## config.mk

```make
export PLATFORM = sky130hd
export DESIGN_NAME = dot_accumulate
export DESIGN_NICKNAME = d
export VERILOG_FILES = /design/src/rtl/relu_pkg.sv /design/src/rtl/q_round_sat.sv /design/src/rtl/dot_accumulate.sv
export SDC_FILE = /design/constraint.sdc
export NUM_CORES = 2
export LEC_CHECK = 0
export CORE_ASPECT_RATIO = 0.8
export CORE_MARGIN = 2
export CORE_UTILIZATION = 59
export CTS_CLUSTER_SIZE = 10
export DETAILED_ROUTE_END_ITERATION = 10
export PLACE_DENSITY = 0.76
export REMOVE_ABC_BUFFERS = 1
export SETUP_SLACK_MARGIN = 0.2
export SLEW_MARGIN = 20
export SYNTH_ARGS = -nofsm -noshare
export SYNTH_HDL_FRONTEND = slang
export SYNTH_SLANG_ARGS = --single-unit
export TNS_END_PERCENT = 30
```

## constraint.sdc

```tcl
create_clock -name clock -period 19.6 [get_ports clock]
set_input_delay 3.92 -clock clock [delete_from_list [all_inputs] [get_ports clock]]
set_output_delay 3.92 -clock clock [all_outputs]
set_load 0.05 [all_outputs]
```

## src/rtl/relu_pkg.sv

```systemverilog
// ============================================================================
// Module  : relu_pkg
// Brief   : Shared Q16.16 constants and helpers for the activation datapath.
// Revision: 1.0 - initial release
// ============================================================================
`default_nettype none

package relu_pkg;

    localparam int DATA_W = 32;
    localparam int FRAC_W = 16;
    localparam int ACC_W  = 80;
    localparam int PROD_W = 2 * DATA_W;

    localparam logic [DATA_W-1:0] SAT_MAX = 32'h7FFF_FFFF;
    localparam logic [DATA_W-1:0] SAT_MIN = 32'h8000_0000;

    localparam logic [ACC_W-1:0] ROUND_HALF =
        {{(ACC_W-FRAC_W){1'b0}}, 1'b1, {(FRAC_W-1){1'b0}}};

    function automatic logic [ACC_W-1:0] sext_prod(input logic [PROD_W-1:0] p);
        return {{(ACC_W-PROD_W){p[PROD_W-1]}}, p};
    endfunction

    function automatic logic [PROD_W-1:0] sext_data(input logic [DATA_W-1:0] d);
        return {{(PROD_W-DATA_W){d[DATA_W-1]}}, d};
    endfunction

endpackage

`default_nettype wire

```

## src/rtl/q_round_sat.sv

```systemverilog
// ============================================================================
// Module  : q_round_sat
// Brief   : Rounds a Q.32 accumulator half-up to Q16.16 and saturates to DATA_W.
// Revision: 1.0 - initial release
// ============================================================================
`default_nettype none

module q_round_sat
    import relu_pkg::*;
(
    input  logic [ACC_W-1:0]  acc,
    output logic [DATA_W-1:0] y
);

    localparam logic signed [ACC_W-1:0] C_MAX_EXT =
        {{(ACC_W-DATA_W){1'b0}}, SAT_MAX};
    localparam logic signed [ACC_W-1:0] C_MIN_EXT =
        {{(ACC_W-DATA_W){1'b1}}, SAT_MIN};

    logic        [ACC_W-1:0] w_biased;
    logic signed [ACC_W-1:0] w_shifted;
    logic                    w_over;
    logic                    w_under;

    assign w_biased  = acc + ROUND_HALF;
    assign w_shifted = $signed(w_biased) >>> FRAC_W;
    assign w_over    = w_shifted > C_MAX_EXT;
    assign w_under   = w_shifted < C_MIN_EXT;

    always_comb begin
        y = w_shifted[DATA_W-1:0];
        if (w_over) begin
            y = SAT_MAX;
        end else if (w_under) begin
            y = SAT_MIN;
        end
    end

endmodule

`default_nettype wire

```

## src/rtl/dot_accumulate.sv

```systemverilog
// ============================================================================
// Module  : dot_accumulate
// Brief   : Streaming Q16.16 multiply-accumulate producing one rounded,
//           saturated dot product per ilast-delimited vector.
// Revision: 1.0 - initial release
// ============================================================================
`default_nettype none

module dot_accumulate
    import relu_pkg::*;
(
    input  logic              clock,
    input  logic              resetn,
    input  logic [DATA_W-1:0] x,
    input  logic [DATA_W-1:0] w,
    input  logic              ilast,
    input  logic              ivalid,
    output logic              iready,
    output logic [DATA_W-1:0] y,
    output logic              ovalid,
    input  logic              oready
);

    logic              w_stall;
    logic              w_accept;
    logic [ACC_W-1:0]  w_sum;
    logic [DATA_W-1:0] w_rounded;

    logic [DATA_W-1:0] r_x;
    logic [DATA_W-1:0] r_w;
    logic              r_in_valid;
    logic              r_in_last;

    logic [PROD_W-1:0] r_p;
    logic              r_p_valid;
    logic              r_p_last;

    logic [ACC_W-1:0]  r_acc;
    logic              r_first;
    logic [ACC_W-1:0]  r_s;
    logic              r_s_valid;

    logic [DATA_W-1:0] r_y;
    logic              r_ovalid;

    // A single stall freezes every stage so no beat is lost or duplicated.
    assign w_stall  = r_ovalid & ~oready;
    assign iready   = resetn & ~w_stall;
    assign w_accept = ivalid & iready;

    assign y      = r_y;
    assign ovalid = r_ovalid;

    always_ff @(posedge clock or negedge resetn) begin
        if (!resetn) begin
            r_x        <= '0;
            r_w        <= '0;
            r_in_valid <= 1'b0;
            r_in_last  <= 1'b0;
        end else if (!w_stall) begin
            r_in_valid <= w_accept;
            r_in_last  <= w_accept & ilast;
            if (w_accept) begin
                r_x <= x;
                r_w <= w;
            end
        end
    end

    always_ff @(posedge clock or negedge resetn) begin
        if (!resetn) begin
            r_p       <= '0;
            r_p_valid <= 1'b0;
            r_p_last  <= 1'b0;
        end else if (!w_stall) begin
            r_p_valid <= r_in_valid;
            r_p_last  <= r_in_last;
            if (r_in_valid) begin
                r_p <= $signed(sext_data(r_x)) * $signed(sext_data(r_w));
            end
        end
    end

    assign w_sum = (r_first ? '0 : r_acc) + sext_prod(r_p);

    always_ff @(posedge clock or negedge resetn) begin
        if (!resetn) begin
            r_acc     <= '0;
            r_first   <= 1'b1;
            r_s       <= '0;
            r_s_valid <= 1'b0;
        end else if (!w_stall) begin
            r_s_valid <= 1'b0;
            if (r_p_valid) begin
                if (r_p_last) begin
                    r_s       <= w_sum;
                    r_s_valid <= 1'b1;
                    r_acc     <= '0;
                    r_first   <= 1'b1;
                end else begin
                    r_acc   <= w_sum;
                    r_first <= 1'b0;
                end
            end
        end
    end

    q_round_sat u_round_sat (
        .acc (r_s),
        .y   (w_rounded)
    );

    // Unstalled with ovalid set implies oready, so the old result has gone.
    always_ff @(posedge clock or negedge resetn) begin
        if (!resetn) begin
            r_y      <= '0;
            r_ovalid <= 1'b0;
        end else if (!w_stall) begin
            if (r_s_valid) begin
                r_y      <= w_rounded;
                r_ovalid <= 1'b1;
            end else begin
                r_ovalid <= 1'b0;
            end
        end
    end

endmodule

`default_nettype wire

```

== Word level (Yosys, flattened, before mapping) ==
Index checks and enable logic that the tools add are counted.
Widths: inputs -> output; s select.
Operators by class
  add/sub/neg operators: 2
  $mul: 1
  magnitude comparators: 2
  mux-type cells: 7
  bitwise gates (word level): 6
  reductions and logical operators: 5
Operators with widths (number)
  $mux 80: 2
  $add 80x16->80 const B: 1
  $add 80x80->80: 1
  $gt 64x32->1 const B: 1
  $lt 64x32->1 const B: 1
  $mul 32x32->64: 1
  $mux 32: 2
  $reduce_and 2->1: 4
  $and 1x1->1: 4
  $mux 1: 3
  $reduce_and 3->1: 1
  $not 1->1: 2
Word-level totals
  bits in registers: 327
  input bits: 69
  output and inout bits: 34
  word-level logic and storage cells: 36

== Longest topological paths before layout ==
  depth in word-level cells: 6
  mapped depth: 29
  gate-level depth less buffers: 28

== Hierarchy ==
A second synthesis with hierarchy kept.
Second synthesis, totals
  cells, all modules: 5977
  area total of the unflattened synthesis: 55893.6 µm²
By module, submodules not included
  dot_accumulate: times used 1, cells an instance 5632, area each 53406.2 µm², seq. area each 8184.1 µm²
  q_round_sat: times used 1, cells an instance 345, area each 2487.4 µm², seq. area each 0.0 µm²

== Least setup slack after synthesis ==
OpenSTA, ideal clock, no wires.
  kind: input to output
  start point: input oready
  end point: output iready
  arrival time: 4.703 ns
  data required time: 15.680 ns
  setup slack: 10.977 ns
  stages: 3
  path buffers: 1
  cell sequence: nand2b_1 > clkbuf_1 > and2_1
Between the ends
  cells in the longest elaborated chain, start to end: 4
RTL lines
  start: declaration: RTL line dot_accumulate.sv:21  | input logic oready
  $not 1->1: RTL line dot_accumulate.sv:47  | assign w_stall = r_ovalid & ~oready;
  $and 1x1->1: RTL line dot_accumulate.sv:47
  $not 1->1 (no source line)
  $and 1x1->1: RTL line dot_accumulate.sv:48  | assign iready = resetn & ~w_stall;
  end: declaration: RTL line dot_accumulate.sv:18  | output logic iready,
No other way between the ends.

== Worst setup path in the final report ==
Same ends and word-level chain as after synthesis.

==> run metrics <==
Remaining DRCs 0; final worst slack 9.82 ns; CP max stage delay 0.83 ns; Async S/R FF share, synth 100%; CP max-delay cell clkdlybuf4s50_1; Reg area 7810 um^2; Clk Latency, worst-skew pair 0.62 ns; sequential area share after synthesis 14.2%; Max FO, Critical Path 9; routed via count 41700; Yosys Warn Count 0; CTS tree yes; Die ar. 95900 um^2; Layout Skew 0.0534 ns; Post-synth EDFFs 0; worst path arrival time 5.86 ns; worst path cell trace clkdlybuf4s50_1, nand2b_1, and2_1, clkdlybuf4s50_1; Post-Synth XOR/XNOR Area 2.87%; Final Hold Viols 0; final setup violation count 0; filler instances 7713; post-DP HPWL 111000 um; die height 277 um; cell area after synthesis 55100 um^2; Tcrit/Tclk final 49.9%; Setup crit start kind input pin; Post-DRT Antenna Nets 0; Synth cell types 94; clock slew at reported path FFs 0.06 ns; # resized after CTS 0; Hold/Removal Path Class reg -> reg; Max-Cap Viols 0; Synth area leader fa_1; CP most frequent cell clkdlybuf4s50_1; clock sink count 312; area growth from synthesis to layout 5.84%; root buf cell clkbuf_16; Routed WL 145000 um; CTS Buffer Depth 3; first-pass GRT wire length 240000 um; design area 58300 um^2; pre-CTS WS 9.82 ns; TritonCTS buffer count 41; Most used DFF post-synth dfrtp_1; RSZ-0062 raised after global routing no; number of cell rows 100; Final Critical Period 9.78 ns; multiplexer area fraction after synthesis 1.82%; critical path class in -> out; Synth top area share 39.3%; # IOs 103; Syn Inst Count 5971; Final GP Congestion 0.953; Worst Path Required 15.68 ns; input/output buffers 102; largest family of logic cells by synthesized area adder cells; f_max 102 MHz; Post-CTS Setup Bufs 0; Multi-input gate area 42000 um^2; Synth area leaders fa_1 39%, dfrtp_1 14%, inv_1 7.4%, ha_1 6.0%, and2_1 5.8%; Compound-Gate Fraction of Synth Area 9.09%; kind of cell adding the most delay to the critical path buffers and inverters; fin nets 7288; flip-flop and latch count after synthesis 312; simple-gate share of the synthesized area 17.1%; vias in the first global route 44600; H-tree depth 2; syn_area_per_cell 9.23 um^2; ratio of cells with drive above 1 in the final layout 4.86%; Initial DRC Count 3375; final core utilization 62.8%; TNS Setup 0 ns; GRT Resource Usage Total 31.6%; Chip Width 346 um; Bufs and invs on worst path 2; worst slew pin tran 1.06 ns; core area 92800 um^2; largest net degree at the start of global routing 82; starting density of the core 59.4%; grt ovf 0; Adder-Cell Fraction of Synth Area 45.3%; CTS Hold Bufs 0; Vias/cell 5.84; Post-DP Area 57100 um^2; detailed-route wire length per cell 20.3 um; number of antenna violations at the first check in global routing 5; outcome finished clean; endpoint type of the worst setup path primary output; Slew headroom 27.4%; count of final max-slew check failures 0; router iterations before antenna repair 6
## cells in the mapped netlist (31+ instances only)
master       n
o21ai_0    172
inv_1     1081
ha_1       264
a21oi_1    177
nand3_1     63
fa_1      1083
and2_1     512
xor2_1      73
nor2_1     117
mux2_2      80
nor3_1      38
clkbuf_1   307
o22a_1      31
dfrtp_1    311
nand2_1    825
xnor2_1    106
nand4_1     57
and3_1      36
a21o_1     103
nor2b_1     96
## per-layer routing
layer,routed length [um],vias up,share of wire (%),GRT usage [%]
met5,13,-,0.0090,0
met4,5050,2,3.5,10.9
met2,67000,1856,46,50.4
li1,-,18300,-,-
met3,13300,311,9.1,5.95
met1,59700,21200,41,43.8
## flip-flops by register name (all words and copies together) (netlist names)
register    count
r_acc          80
r_p_last        1
y              32
r_w            32
r_x            32
r_p            64
r_p_valid       1
ovalid          1
r_first         1
r_in_last       1
r_s_valid       1
r_in_valid      1
r_s            65
## worst min-delay path, delay by kind of cell, from the launching register on
family | cells | cell delay [ns]
DFF | 1 | 0.33
AOI/OAI and AO/OA | 1 | 0.06
and+or+nand+nor | 1 | 0.05
## logic make-up (layout without fill, tap and decap cells)
group	after synthesis	count (layout)
compound gates	761	761
xor+xnor	180	180
fa+ha+maj	1347	1347
buf+inv	1404	1334
flops	312	312
mux	90	90
other cells	0	4
simple gates	1877	1877
## cells in the final DEF (no fill, tap or decap), drive strengths merged, types with 26 or more instances in the layout
master,n
a31oi,27
o21ai,183
nor2,147
nor2b,96
nand4,58
nor3,38
o211ai,26
and2,513
a22o,30
buf,79
xnor2,106
clkdlybuf4s50,101
and3,36
fa,1083
a21o,103
mux2,84
inv,1082
xor2,74
nand3,63
a21oi,177
nand2,826
o22a,31
ha,264
clkbuf,63
dfrtp,311
## worst paths after layout
check | slack [ns] | depth (start not counted) | to | startpoint
worst max-delay path | 9.82 | 4 | iready | oready
worst min register to register | 0.47 | 2 | r_acc[2]$_DFFE_PN0P_ | r_acc[2]$_DFFE_PN0P_
worst min-delay path | 0.47 | 2 | r_acc[2]$_DFFE_PN0P_ | r_acc[2]$_DFFE_PN0P_
max in group asynchronous | 14.10 | 3 | r_acc[61]$_DFFE_PN0P_ | resetn
worst max register to register | 10.80 | 23 | r_p[59]$_DFFE_PN0P_ | r_w[2]$_DFFE_PN0P_
min in group asynchronous | 3.30 | 1 | y[1]$_DFFE_PN0P_ | resetn
## layout make-up
| type | instances | share of cell area, % |
|---|---|---|
| clock buffer | 63 | 2.00 |
| inverter | 1082 | 6.96 |
| multi-input combinational | 4255 | 72.1 |
| tap | 1224 | 2.62 |
| clock inverter | 9 | 0.178 |
| sequential | 312 | 13.4 |
| antenna | 4 | 0.0172 |
| timing repair buffer | 180 | 2.76 |
## through the flow
stage	instances	hold slack (ns)
after floorplan	5649	0.441
after global placement	7053	0.453
after detailed placement	7053	0.458
after CTS	7125	0.471
after global routing	7126	0.491
final	7129	0.468
Power is not shown: default switching activity piles up to over one toggle a cycle in this logic, so the estimate is an artifact.
